<file path="config.mk">
export PLATFORM = sky130hd
export DESIGN_NAME = mul_datapath_flat
export DESIGN_NICKNAME = d
export VERILOG_FILES = /design/src/rtl/mul_datapath_if.sv /design/src/rtl/mul_datapath.sv /design/src/flat_wrapper.sv
export SDC_FILE = /design/constraint.sdc
export NUM_CORES = 1
export LEC_CHECK = 0
export BUFFER_PORTS_ARGS = -buffer_cell sky130_fd_sc_hd__buf_2
export CAP_MARGIN = 20
export CORE_ASPECT_RATIO = 0.5
export CORE_UTILIZATION = 47
export DETAILED_ROUTE_END_ITERATION = 16
export PLACE_DENSITY = 0.7
export SYNTH_ARGS = -nofsm -noshare
export SYNTH_HDL_FRONTEND = slang
export SYNTH_SLANG_ARGS = --single-unit
</file>
<file path="constraint.sdc">
create_clock -name clk -period 2.2 [get_ports clk]
set_input_delay 0.44 -clock clk [delete_from_list [all_inputs] [get_ports clk]]
set_output_delay 0.44 -clock clk [all_outputs]
set_load 0.01 [all_outputs]
</file>
<file path="src/rtl/mul_datapath_if.sv">
// Result port of the sequential multiplier datapath: held product with a valid/ready handshake.
// The datapath drives it through the master modport; the consumer uses the slave modport.
interface mul_datapath_if #(
  parameter int WIDTH = 8
);
  logic [2*WIDTH-1:0] product;
  logic               result_valid;
  logic               result_ready;

  modport master (
    output product,
    output result_valid,
    input  result_ready
  );

  modport slave (
    input  product,
    input  result_valid,
    output result_ready
  );
endinterface

</file>
<file path="src/rtl/mul_datapath.sv">
// Shift-add datapath of the unsigned sequential multiplier. It follows the FSM's registered state code,
// feeds the live multiplier LSB back to the FSM and hands the finished product out over a valid/ready port.
module mul_datapath #(
  parameter int WIDTH = 8
) (
  input  logic              clk,
  input  logic              areset,
  input  logic [1:0]        state,
  input  logic [WIDTH-1:0]  multiplicand_in,
  input  logic [WIDTH-1:0]  multiplier_in,
  output logic [WIDTH-1:0]  multiplier,
  mul_datapath_if.master    result,
  output logic              result_ovf,
  output logic              step_err
);

  localparam int SW = $clog2(WIDTH + 1) + 1;
  localparam logic [SW-1:0] STEP_LIMIT = SW'(WIDTH);
  localparam logic [SW-1:0] STEP_SAT   = SW'(WIDTH + 1);

  typedef enum logic [1:0] {
    ST_INIT = 2'd0,
    ST_EXEC = 2'd1,
    ST_IDLE = 2'd2,
    ST_HALT = 2'd3
  } state_e;

  logic [WIDTH-1:0] mcand;
  logic [WIDTH-1:0] acc_hi;
  logic [WIDTH-1:0] acc_lo;
  logic             carry;
  logic [SW-1:0]    steps;
  logic             armed;
  logic [WIDTH:0]   sum;

  assign sum        = {1'b0, acc_hi} + {1'b0, mcand};
  assign multiplier = acc_lo;

  // NOTE: all state below is sequential, so every assignment is non-blocking; reads see pre-edge values.
  always_ff @(posedge clk or posedge areset) begin
    if (areset) begin
      mcand               <= '0;
      acc_hi              <= '0;
      acc_lo              <= '0;
      carry               <= 1'b0;
      steps               <= '0;
      armed               <= 1'b0;
      step_err            <= 1'b0;
      result_ovf          <= 1'b0;
      result.product      <= '0;
      result.result_valid <= 1'b0;
    end else begin
      // Consumption by default; a capture on the same edge overrides it below.
      if (result.result_valid && result.result_ready) begin
        result.result_valid <= 1'b0;
      end

      case (state)
        ST_INIT: begin
          mcand    <= multiplicand_in;
          acc_lo   <= multiplier_in;
          acc_hi   <= '0;
          carry    <= 1'b0;
          steps    <= '0;
          armed    <= 1'b1;
          step_err <= 1'b0;
        end
        ST_EXEC: begin
          // {0, c, s, acc_lo} >> 1: the add carry lands in the MSB of acc_hi.
          carry  <= 1'b0;
          acc_hi <= sum[WIDTH:1];
          acc_lo <= {sum[0], acc_lo[WIDTH-1:1]};
          if (steps == STEP_LIMIT) step_err <= 1'b1;
          if (steps != STEP_SAT)   steps    <= steps + SW'(1);
        end
        ST_IDLE: begin
          carry  <= 1'b0;
          acc_hi <= {carry, acc_hi[WIDTH-1:1]};
          acc_lo <= {acc_hi[0], acc_lo[WIDTH-1:1]};
          if (steps == STEP_LIMIT) step_err <= 1'b1;
          if (steps != STEP_SAT)   steps    <= steps + SW'(1);
        end
        ST_HALT: begin
          if (armed) begin
            result.product      <= {acc_hi, acc_lo};
            result.result_valid <= 1'b1;
            armed               <= 1'b0;
            if (result.result_valid && !result.result_ready) result_ovf <= 1'b1;
          end
        end
        // Unknown state codes hold everything and never capture.
        default: ;
      endcase
    end
  end

endmodule
</file>
<file path="src/flat_wrapper.sv">
// flat-port wrapper written by rule: the top's interface ports become plain ports
module mul_datapath_flat 
#(
  parameter int WIDTH = 8
)
  (clk, areset, state, multiplicand_in, multiplier_in, multiplier, result_ovf, step_err, result_product, result_result_valid, result_result_ready);
  mul_datapath_if #(.WIDTH(WIDTH)) result_i ();
  input  logic clk;
  input  logic areset;
  input  logic [1:0] state;
  input  logic [WIDTH-1:0] multiplicand_in;
  input  logic [WIDTH-1:0] multiplier_in;
  output logic [WIDTH-1:0] multiplier;
  output logic result_ovf;
  output logic step_err;
  output wire logic [$bits(result_i.product)-1:0] result_product;
  output wire logic [$bits(result_i.result_valid)-1:0] result_result_valid;
  input wire logic [$bits(result_i.result_ready)-1:0] result_result_ready;
  assign result_product = result_i.product;
  assign result_result_valid = result_i.result_valid;
  assign result_i.result_ready = result_result_ready;
  mul_datapath #(.WIDTH(WIDTH)) u_core (.clk(clk), .areset(areset), .state(state), .multiplicand_in(multiplicand_in), .multiplier_in(multiplier_in), .multiplier(multiplier), .result(result_i), .result_ovf(result_ovf), .step_err(step_err));
endmodule
</file>
Word-level counts from Yosys, hierarchy flattened
Index checks and enable logic that the tools add are counted.
- $add $sub $neg: 2
- equality and inequality tests: 7
- mux-type cells: 10
- reductions and logical operators: 12
- operator list (operator ; count):
    $pmux W8 S3 ; 2
    $pmux W5 S2 ; 1
    $add A8 B8 Y9 ; 1
    $reduce_and A2 Y1 ; 3
    $add A5 B1 Y5 const B ; 1
    $eq A5 B4 Y1 const B ; 1
    $mux W5 ; 1
    $ne A5 B4 Y1 const B ; 1
    $eq A2 B2 Y1 const B ; 2
    $mux W1 ; 4
    $ne A2 B1 Y1 const B ; 2
    $pmux W1 S2 ; 2
    $reduce_bool A2 Y1 ; 2
    $reduce_and A3 Y1 ; 1
    $reduce_bool A3 Y1 ; 1
    $eq A2 B1 Y1 const B ; 1
    $logic_and A1 B1 Y1 ; 2
    $logic_not A2 Y1 ; 1
    $reduce_or A2 Y1 ; 1
    $logic_not A1 Y1 ; 1
- flip-flop bits (word level): 49
- input bits: 21
- output and inout bits: 27
- logic and storage cells: 40

Longest topological paths before layout
Gate-level depths: netlist of the first run.
- depth in word-level cells: 4
- gate-level depth with buffers: 8
- mapped depth without buffers: 8

Worst setup path after synthesis of the first run
No wires, ideal clock.
- path kind: reg-to-reg
- start: register u_core.acc_hi[0]
- end: register u_core.acc_hi[5]
- setup time: 95 ps
- arrival time: 1592 ps
- slack: 512 ps
- stages on the path, launching flop included: 9
- buffers on the path: 0
- period minus slack after synthesis: 1688 ps
- path through: dfrtp_1 ha_1 inv_1 fa_1 nor2b_4 o31ai_2 a21oi_1 nor3_1 o31ai_1
- longest elaborated chain between the ends: 2
- RTL lines (what ; RTL line ; source):
    from (decl) ; mul_datapath.sv:29 ; logic [WIDTH-1:0] acc_hi;
    from (signal assigned) ; mul_datapath.sv:71 ; acc_hi <= sum[WIDTH:1];
    from (signal assigned) ; mul_datapath.sv:78 ; acc_hi <= {carry, acc_hi[WIDTH-1:1]};
    $add A8 B8 Y9 ; mul_datapath.sv:36 ; assign sum = {1'b0, acc_hi} + {1'b0, mcand};
    $pmux W8 S3 ; mul_datapath.sv:58 ; case (state)
No other way between the ends.
A chain may end at the register's enable or synchronous reset.

Final worst setup path of the first run
Ends and elaborated chain as after synthesis.

==> impl_metrics.yaml, run 1 <==
sta:
  worstMarginPinSlew_ns: 0.527
  setup_violations: 0
  rsz0062_at_grt: "false"
  slew_headroom: 0.647
  setup_ws_ns: 0.272
  post-route-period-util: 0.876
  fmax_ghz: 0.519
  drv_slew: 0
  hold_viol: 0
  fin_crit_ns: 1.93
  skew_ns: 0.00824
  tns_ns: 0
  whs_ns: 0.0881
pwr:
  pwr-share-comb: 0.251
  clockPowerShare: 0.263
  switching_power_uw: 739
  p_sw_frac: 0.302
  power.internal_mw: 1.71
  irDropWorstVdd_v: 0.000443
  seqPwrFrac: 0.486
  power.density_nw_per_um2: 859
  power_leakage_nw: 1.45
setup_path:
  max_stage_delay_ns: 0.44
  worst-path-max-fanout: 4
  cpLargestDelayFamily: "adder cells"
  crit_chain: "ha_1, inv_1, fa_1, nor2b_4, o31ai_2, a21oi_1, nor3_1, o31ai_1"
  cp_slowest_cell: "fa_1"
  setup.worst_path.end_class: "flip-flop"
  worst-path-buf-inv: 1
  start_kind: "flip-flop"
  required_ns: 2.41
  crit_type: "flip-flop to flip-flop"
  worstPathArrival_ns: 2.14
logic_synthesis:
  synth_area_um2: 2430
  yosysTopAreaCellShare: 0.505
  ys_ff_latch: 49
  postSynthCellCount: 212
  syn_nets: 249
  synth_area_leaders: "dfrtp_1 (50%), mux2_2 (10%), ha_1 (7.7%)"
  yosysWarnings: 0
  postSynthAreaPerCell_um2: 11.5
  ys_seq_area_frac: 0.505
  synth.distinct_cells: 41
  yosys.area.top_type: "dfrtp_1"
final_layout:
  utilization: 0.574
  layout.nets: 300
  antenna_cells: 0
  drive_gt1_frac: 0.330
  layout_commonest_cell: "dfrtp_1"
  area_delta_synth_final_pct: 17.2
  final_cells: 334
  final_cell_mix: "dfrtp_1 (49), buf_2 (47), mux2_2 (22)"
route:
  wl_mm: 4.70
  vias_per_cell: 5.22
  ant_nets: 0
  wl_per_cell_um: 14.1
  drcViolationCount: 0
  firstDrtPassIters: 5
  vias: 1744
  first_iter_violations: 84
global_routing:
  grt.total_usage: 0.188
  grt_pass1_wl_mm: 7.78
  overflow: 0
  grt_pass1_vias: 1648
  grt_max_degree: 20
  antenna_found_initial: 0
clock_tree:
  cts_tree: "done"
  path_clk_slew_ns: 0.09
  clock_latency_ns: 0.30
  htree_num_levels: 2
  post_cts_buffers: 0
  cts_buffers: 5
  cts_hold_buf: 0
  ctsLongestPathBuffers: 2
  cts_resized: 0
  cts-root-buf: "clkbuf_8"
  clock_sinks: 49
floorplanning:
  die_area_um2: 5480
  ios: 48
  fp-row-count: 18
  start_util: 0.490
  die_w_um: 104
  coreArea_um2: 4950
  die_h_um: 52.8
placement:
  portBuffers: 47
  hpwl_mm: 3.52
  dpl_worst_slack_ns: 0.267
  dpl.cell_count: 326
  place_congestion: 0.815
run_status:
  status: "finished clean"
run:
  cap_violations: 0
min_path:
  holdCritPathClass: "primary input to async pin"
worst register-to-register path, stage by stage (launching register included):
cell     delay, ns
dfrtp_1       0.43
ha_1          0.25
inv_1         0.07
fa_1          0.44
nor2b_4       0.16
o31ai_2       0.08
a21oi_1       0.16
nor3_1        0.07
o31ai_1       0.19
kinds of logic after synthesis:
logic type,synth area share
flops,0.505
buf+inv,0.0453
compound gates,0.139
xor+xnor,0.0252
fa+ha+maj,0.0855
simple gates,0.0979
mux,0.102
state kept, by name, summed over array words and instances (netlist names):
signal / flops
u_core.armed: 1
u_core.steps: 5
u_core.step_err: 1
u_core.result.result_valid: 1
u_core.multiplier: 8
u_core.mcand: 8
u_core.result.product: 16
u_core.result_ovf: 1
u_core.acc_hi: 8
path summary, 6_finish.rpt:
path                                    start                  endpoint  slack [ns]  depth (start not counted)
setup / recovery             u_core.acc_hi[0]          u_core.acc_hi[5]        0.27                          8
setup reg to reg             u_core.acc_hi[0]          u_core.acc_hi[5]        0.27                          8
max in group asynchronous              areset           u_core.mcand[3]        1.53                          3
min in group clk           multiplicand_in[1]           u_core.mcand[1]        0.35                          3
hold / removal                         areset  u_core.result.product[7]        0.09                          2
hold reg to reg             u_core.result_ovf         u_core.result_ovf        0.48                          1
power groups by stage:
stage / sequential [mW] / clock [mW] / combinational, mW
final: 1.19 / 0.644 / 0.613
after global routing: 1.22 / 0.698 / 0.690
after CTS: 1.19 / 0.658 / 0.620
after detailed placement: 1.21 / 0 / 0.616
after global placement: 1.20 / 0 / 0.597
after floorplan: 1.23 / 0 / 0.386
synthesized netlist by cell type, drive strengths merged:
library cell and n:
dfrtp 49, mux2 22, inv 19, o21ai 17, ha 15, nand2 14, a21oi 9, nor2 9
a222oi 7, nor3b 6, nand3 5, buf 4, xor2 4, a22oi 3, nand2b 3, nor3 3
xnor2 3, a21o 2, clkbuf 2, o21bai 2, o31ai 2, a211oi 1, a22o 1, a2bb2oi 1
a31oi 1, a32o 1, and2 1, and3 1, fa 1, nor2b 1, o211ai 1, o21a 1
or2 1
metrics by stage:
step,power [mW],area [um2]
after floorplan,1.62,2430
after global placement,1.80,2740
after detailed placement,1.83,2740
after CTS,2.47,2850
after global routing,2.61,2850
final,2.45,2850
metal layers:
layer / up-vias / global-route usage / share of wire
li1: 856 / - / -
met1: 845 / 0.260 / 0.52
met2: 38 / 0.300 / 0.44
met3: 5 / 0.0435 / 0.040
met4: 0 / 0.0524 / 0.0066
met5: - / 0 / 0
cell type report:
cell class / count / area (um2)
Fill cell: 422 / 2110
Clock inverter: 2 / 38.8
Timing Repair Buffer: 50 / 258
Multi-Input combinational cell: 138 / 1090
Clock buffer: 6 / 72.6
Sequential cell: 49 / 1230
Tap cell: 70 / 87.6
Inverter: 19 / 71.3
No activity file was read; power rests on OpenSTA's default activity.
==> run 2: changes to the inputs <==
BUFFER_PORTS_ARGS = -buffer_cell sky130_fd_sc_hd__clkbuf_2   (was -buffer_cell sky130_fd_sc_hd__buf_2)
==> run 2 against run 1 <==
Effect of this change: critical path depth stayed put; design area decreased by 0.75%; maximum frequency increased by 1.4%; global-route usage fell by 0.24 points.
==> impl_metrics.yaml, run 2 (synthesis gave the netlist of run 1 again) <==
sta:
  fmax_ghz: 0.526
  fin_crit_ns: 1.90
  skew_ns: 0.00431
  worstMarginPinSlew_ns: 0.547
  setup_violations: 0
  tns_ns: 0
  hold_viol: 0
  slew_headroom: 0.634
  post-route-period-util: 0.864
  setup_ws_ns: 0.299
  rsz0062_at_grt: "false"
  drv_slew: 0
clock_tree:
  post_cts_buffers: 0
  cts-root-buf: "clkbuf_8"
  clock_sinks: 49
  htree_num_levels: 2
  cts_resized: 0
  clock_latency_ns: 0.30
  path_clk_slew_ns: 0.09
  cts_hold_buf: 0
  cts_tree: "done"
  ctsLongestPathBuffers: 2
  cts_buffers: 5
floorplanning:
  coreArea_um2: 4950
  die_area_um2: 5480
  die_h_um: 52.8
  die_w_um: 104
  start_util: 0.490
  fp-row-count: 18
  ios: 48
final_layout:
  largest_reg_flops: 16
  final_cell_area_um2: 2830
  antenna_cells: 0
  final_cell_mix: "dfrtp_1 (49), clkbuf_2 (47), mux2_2 (22)"
  layout.nets: 300
  largest_register: "u_core.result.product"
  final_cells: 334
  area_delta_synth_final_pct: 16.3
  layout_commonest_cell: "dfrtp_1"
  drive_gt1_frac: 0.333
route:
  first_iter_violations: 136
  vias_per_cell: 5.21
  ant_nets: 0
  firstDrtPassIters: 4
  vias: 1739
  wl_per_cell_um: 13.6
  drcViolationCount: 0
  wl_mm: 4.54
global_routing:
  grt.total_usage: 0.185
  grt_max_degree: 20
  overflow: 0
  grt_pass1_wl_mm: 7.78
  grt_pass1_vias: 1686
  antenna_found_initial: 0
setup_path:
  required_ns: 2.41
  setup.worst_path.end_class: "flip-flop"
  cp_slowest_cell: "dfrtp_1"
  worstPathArrival_ns: 2.11
  start_kind: "flip-flop"
  crit_chain: "ha_1, inv_1, fa_1, nor2b_4, o31ai_2, a21oi_1, nor3_1, o31ai_1"
  worst-path-max-fanout: 4
  worst-path-buf-inv: 1
  crit_type: "flip-flop to flip-flop"
  max_stage_delay_ns: 0.43
  cpLargestDelayFamily: "adder cells"
  r2r-start: "u_core.acc_hi[0]"
  setup.worst_path.start: "u_core.acc_hi[0]"
pwr:
  power.density_nw_per_um2: 827
  irDropWorstVdd_v: 0.000477
  power_mw: 2.34
  power_leakage_nw: 1.43
placement:
  hpwl_mm: 3.55
  dpl.cell_count: 326
  dpl_worst_slack_ns: 0.236
  place_congestion: 0.812
  placed_area_um2: 2740
  portBuffers: 47
run_status:
  status: "finished clean"
run:
  cap_violations: 0
min_path:
  holdCritPathClass: "primary input to async pin"
## run 2: changes by cell type in the layout (fill, tap and decap cells not counted), sizes merged
cell	delta
buf	-47
bufinv	-1
clkbuf	+46
clkinvlp	+1
inv	+1
## run 2: report_power, final
part           switching [mW]  leakage (nW)  internal (mW)
combinational           0.308         0.757          0.300
clock                   0.307        0.0445          0.226
sequential              0.130         0.632           1.06
## run 2: layout make-up
type | count | area (um2)
tap | 70 | 87.6
inverter | 19 | 71.3
sequential | 49 | 1230
fill | 424 | 2130
clock inverter | 3 | 21.3
timing repair buffer | 50 | 258
multi-input combinational | 138 | 1090
clock buffer | 5 | 68.8
## run 2: per-stage QoR
| step | utilization | hold slack [ns] |
|---|---|---|
| after floorplan | - | 0.474 |
| after global placement | 0.552 | 0.414 |
| after detailed placement | 0.552 | 0.428 |
| after CTS | 0.570 | 0.0975 |
| after global routing | 0.570 | 0.104 |
| final | 0.570 | 0.0876 |
## run 2: path summary, 6_finish.rpt
path / cells after the start / slack, ns / to
max in group asynchronous: 3 / 1.52 / u_core.mcand[3]
min: 2 / 0.09 / u_core.multiplier[7]
max reg2reg: 8 / 0.30 / u_core.acc_hi[5]
min in group clk: 3 / 0.36 / u_core.multiplier[0]
max: 8 / 0.30 / u_core.acc_hi[5]
min reg2reg: 1 / 0.50 / u_core.result_ovf
## run 2: layer usage
layer,GRT usage,share of wire
met1,0.246,0.50
met2,0.309,0.45
met3,0.0547,0.044
met4,0.0333,0.00088
met5,0,0
